## config.mk

```make
export PLATFORM = sky130hd
export DESIGN_NAME = sel8_rr_arbiter
export DESIGN_NICKNAME = d
export VERILOG_FILES = /design/src/rtl/sel8_rr_arbiter.sv
export SDC_FILE = /design/constraint.sdc
export NUM_CORES = 1
export LEC_CHECK = 0
export ABC_AREA = 1
export CORE_ASPECT_RATIO = 1.5
export CORE_MARGIN = 2
export CORE_UTILIZATION = 56
export CTS_BUF_LIST = sky130_fd_sc_hd__clkbuf_8
export DETAILED_ROUTE_END_ITERATION = 16
export MAX_ROUTING_LAYER = met4
export PLACE_DENSITY = 0.83
export SETUP_SLACK_MARGIN = 0.4
export SYNTH_ARGS = -nofsm -noshare
export SYNTH_HDL_FRONTEND = slang
export SYNTH_SLANG_ARGS = --single-unit
```

## constraint.sdc

```tcl
create_clock -name i_clk -period 3 [get_ports i_clk]
set_clock_uncertainty 0.2 [all_clocks]
set_input_delay 0.45 -clock i_clk [delete_from_list [all_inputs] [get_ports i_clk]]
set_output_delay 0.45 -clock i_clk [all_outputs]
set_load 0.005 [all_outputs]
```

## src/rtl/sel8_rr_arbiter.sv

```systemverilog
// Round-robin arbiter for one shared 8-way select: registered index/valid, one-hot or one-cold grant.
// Optional hold timeout is compiled in with SEL8_ARB_TIMEOUT_EN (bounds each tenure to MAX_HOLD cycles).
module sel8_rr_arbiter #(
   parameter int MAX_HOLD = 16
) (
   input  logic       i_clk,
   input  logic       i_rst,
   input  logic [7:0] i_req,
   input  logic       i_opt,
   output logic [7:0] o_gnt,
   output logic [2:0] o_sel,
   output logic       o_valid,
   output logic       o_timeout
);

   typedef enum logic [1:0] {IDLE, BUSY, GAP} state_t;

   state_t     state, state_nxt;
   logic [2:0] ptr, ptr_nxt;
   logic [2:0] sel_nxt;
   logic       valid_nxt;
   logic       tmo_nxt;
   logic [2:0] winner;
   logic [2:0] idx;
   logic       found;
   logic [7:0] gnt_hi;

   generate
      if (MAX_HOLD < 2 || MAX_HOLD > 256) begin : g_bad_hold
         $error("sel8_rr_arbiter: MAX_HOLD out of range 2..256");
      end
   endgenerate

`ifdef SEL8_ARB_TIMEOUT_EN
   localparam int CNT_W = $clog2(MAX_HOLD);
   logic [CNT_W-1:0] cnt, cnt_nxt;
`endif

   // Rotating search: first set request at or after ptr, wrapping mod 8.
   always_comb begin
      found  = 1'b0;
      winner = ptr;
      idx    = ptr;
      for (int i = 0; i < 8; i++) begin
         idx = ptr + 3'(i);
         if (!found && i_req[idx]) begin
            found  = 1'b1;
            winner = idx;
         end
      end
   end

   always_comb begin
      state_nxt = state;
      ptr_nxt   = ptr;
      sel_nxt   = o_sel;
      valid_nxt = o_valid;
      tmo_nxt   = 1'b0;
`ifdef SEL8_ARB_TIMEOUT_EN
      cnt_nxt   = cnt;
`endif
      case (state)
         BUSY: begin
            if (!i_req[o_sel]) begin
               state_nxt = GAP;
               valid_nxt = 1'b0;
               ptr_nxt   = o_sel + 3'd1;
`ifdef SEL8_ARB_TIMEOUT_EN
            end else if (cnt == CNT_W'(MAX_HOLD - 1)) begin
               // Forced release: same bookkeeping as a normal one, plus the pulse.
               state_nxt = GAP;
               valid_nxt = 1'b0;
               ptr_nxt   = o_sel + 3'd1;
               tmo_nxt   = 1'b1;
            end else begin
               cnt_nxt = cnt + CNT_W'(1);
`endif
            end
         end
         default: begin
            if (found) begin
               state_nxt = BUSY;
               sel_nxt   = winner;
               valid_nxt = 1'b1;
`ifdef SEL8_ARB_TIMEOUT_EN
               cnt_nxt   = '0;
`endif
            end else begin
               state_nxt = IDLE;
               valid_nxt = 1'b0;
            end
         end
      endcase
   end

   always_ff @(posedge i_clk) begin
      if (i_rst) begin
         state     <= IDLE;
         ptr       <= 3'd0;
         o_sel     <= 3'd0;
         o_valid   <= 1'b0;
         o_timeout <= 1'b0;
`ifdef SEL8_ARB_TIMEOUT_EN
         cnt       <= '0;
`endif
      end else begin
         state     <= state_nxt;
         ptr       <= ptr_nxt;
         o_sel     <= sel_nxt;
         o_valid   <= valid_nxt;
         o_timeout <= tmo_nxt;
`ifdef SEL8_ARB_TIMEOUT_EN
         cnt       <= cnt_nxt;
`endif
      end
   end

   // Grant decode per bit; i_opt only flips polarity, so it acts without a clock edge.
   generate
      for (genvar b = 0; b < 8; b++) begin : g_gnt
         assign gnt_hi[b] = o_valid && (o_sel == 3'(b));
      end
   endgenerate

   assign o_gnt = i_opt ? gnt_hi : ~gnt_hi;

endmodule

```

==> flow_metrics.tcl <==
set metrics [dict create \
    hpwl_um 2905 \
    switchingPower_mw 0.9858 \
    ctsHtreeMaxLevel 1 \
    finalSetupTns_ns 0 \
    cts_tree "done" \
    grt_usage_pct 26.28 \
    syn_inst 225 \
    clkPwrFrac_pct 7.2 \
    antenna_found_initial 0 \
    start_util_pct 58.99 \
    synth_top_area_share_pct 18.18 \
    portBuffers 22 \
    finalSetupViolCount 0 \
    cts.sinks 8 \
    path_max_fanout 10 \
    ios 24 \
    synth_area_per_cell_um2 6.423 \
    cp-startpoint "o_sel[0]" \
    synthTopCellsByArea "nand2_1 (18%), dfxtp_1 (11%), nand3_1 (11%)" \
    area_delta_synth_final_pct 18.18 \
    final_hold_viol_count 0 \
    mostFrequentLayoutCell "nand2_1" \
    yosys_warnings 0 \
    finalWorstSetupSlack_ns 0.5150 \
    via_per_inst 5.439 \
    status "finished, final reports clean" \
    first_pass_iters 5 \
    cts_buffers 3 \
    cpPeakStageDelay_ns 0.54 \
    die_area_um2 3011 \
    ys_seq_area_share_pct 11.08 \
    drt_first_iter_violations 24 \
    ys_types 35 \
    clock_tree.root_cell "clkbuf_8" \
    synth_area_um2 1445 \
    layout-drive-gt1-share_pct 19.84 \
    wl_per_cell_um 12.82 \
    period_needed_ns 2.485 \
    crit_end "o_gnt[3]" \
    final_cell_mix "nand2_1 (70), nand3_1 (31), clkdlybuf4s50_1 (21)" \
    crit_required_ns 2.35 \
    cp.depth 5 \
    irDropWorstVdd_uv 510.1 \
    start_kind "register" \
    die_h_um 66.22 \
    slew_violations 0 \
    die_w_um 45.48 \
    path_delay_family "buffers and inverters" \
    grt_pass1_vias 1444 \
    r2r_setup_slack_ns 0.63 \
    p_leak_nw 0.8082 \
    swShare_pct 57.75 \
    reg2regPathDepth 15 \
    ant_nets 0 \
    pwr-share-seq_pct 11.0 \
    crit_buf_inv 1 \
    max_freq_mhz 402.4 \
    clkTransAtPathRegs_ns 0.04 \
    cts_setup_buffers 0 \
    hold_path.class "reg -> reg" \
    criticalPathCategory "reg -> out" \
    grt_pass1_wl_um 5906 \
    reg2reg_from "ptr[1]" \
    syn-num-nets 244 \
    cp_common_cell "ha_1" \
    intPower_mw 0.7213 \
    drv_cap 0 \
    crit_slowest_cell "clkdlybuf4s50_1" \
    grt_max_degree 14 \
    yosys.area.top_type "nand2_1" \
    r2r-end "o_sel[0]" \
    clkLatencyLatePin_ns 0.22 \
    end_kind "output port" \
    synth-seq-cells 8 \
    nNetsFinal 268 \
    worst_ep_arrival_time_ns 1.84 \
    grt_overflow 0 \
    power-per-cell-area_nw_per_um2 999.5 \
    core-area_um2 2450 \
    p_comb_share_pct 81.8 \
    rsz0062_at_grt "true" \
    fin_crit_sh_pct 82.83 \
    path_cells "ha_1 -> ha_1 -> nand2_1 -> xor2_1 -> clkdlybuf4s50_1" \
    routed_wl_um 3475 \
    cts_buffer_depth 2 \
    vias 1474 \
    route.detailed.drc 0 \
    gp_congestion 0.8846 \
    num_rows 22 \
    hold_ws_ns 0.3487 \
    diodes 0 \
    dp_slack_ns 0.3796 \
]
==> cell families after synthesis <==
group | Yosys count | share of synthesized area (%)
simple gates | 142 | 53.59
buf+inv | 33 | 11.60
compound gates | 21 | 9.264
xor+xnor | 12 | 7.273
fa+ha+maj | 8 | 6.927
flops | 8 | 11.08
other cells | 1 | 0.2595
==> worst min-delay path by stage <==
stage / startpoint / end / slack (ns) / depth (start not counted)
6_report: o_sel[0] / ptr[0] / 0.35 / 1
5_1_grt: o_sel[0] / ptr[0] / 0.38 / 1
4_1_cts: o_sel[0] / ptr[0] / 0.34 / 1
3_5_place_dp: state[1] / state[0] / 0.36 / 3
3_3_place_gp: state[1] / state[0] / 0.35 / 3
2_1_floorplan: i_rst / o_sel[1] / 0.31 / 1
==> sequential cells by signal, summed over array words and instances (netlist names) <==
register,count
o_sel,3
ptr,3
state,2
==> metrics by stage <==
step | power (mW) | util (%) | cells | area, µm²
4_1_cts | 1.699 | 69.46 | 271 | 1702
2_1_floorplan | 1.294 | - | 225 | 1445
3_3_place_gp | 1.552 | 67.77 | 268 | 1660
3_5_place_dp | 1.567 | 67.77 | 268 | 1660
5_1_grt | 1.888 | 69.71 | 271 | 1708
6_report | 1.707 | 69.71 | 271 | 1708
==> metal layers <==
layer	vias up	global-route usage, %	part of all wire, %
met5	-	-	0
met4	0	11.03	2.6
met3	10	1.639	2.0
met2	27	49.82	56
met1	658	25.94	39
li1	779	-	-
==> cell type report <==
type | instances | area, µm²
Inverter | 26 | 105.1
Multi-Input combinational cell | 184 | 1120
Fill cell | 224 | 742.0
Tap cell | 24 | 30.03
Timing Repair Buffer | 26 | 249.0
Sequential cell | 8 | 162.7
Clock buffer | 3 | 41.29
==> synth_stat cells, drive strengths merged <==
cell / count
a211oi: 1
a21oi: 8
a221oi: 1
a31oi: 2
buf: 5
clkbuf: 2
conb: 1
dfxtp: 8
ha: 8
inv: 26
nand2: 82
nand3: 43
nand4: 4
nor2: 12
o211ai: 1
o21a: 1
o21ai: 3
o21bai: 2
o22ai: 2
or2: 1
xnor2: 2
xor2: 10
==> power by group through the flow <==
stage / logic [mW] / registers, mW / clock network (mW)
2_1_floorplan: 1.13 / 0.167 / 0
3_3_place_gp: 1.37 / 0.185 / 0
6_report: 1.40 / 0.188 / 0.123
3_5_place_dp: 1.38 / 0.185 / 0
5_1_grt: 1.57 / 0.192 / 0.131
4_1_cts: 1.39 / 0.186 / 0.125
==> timing repair <==
item	CTS	global route
resized for setup	2	5
setup endpoints to repair	5	8
endpoints found under the hold margin	0	0
pin swaps	0	0
hold buffers	0	0
Power figures use the tool's default switching activity.
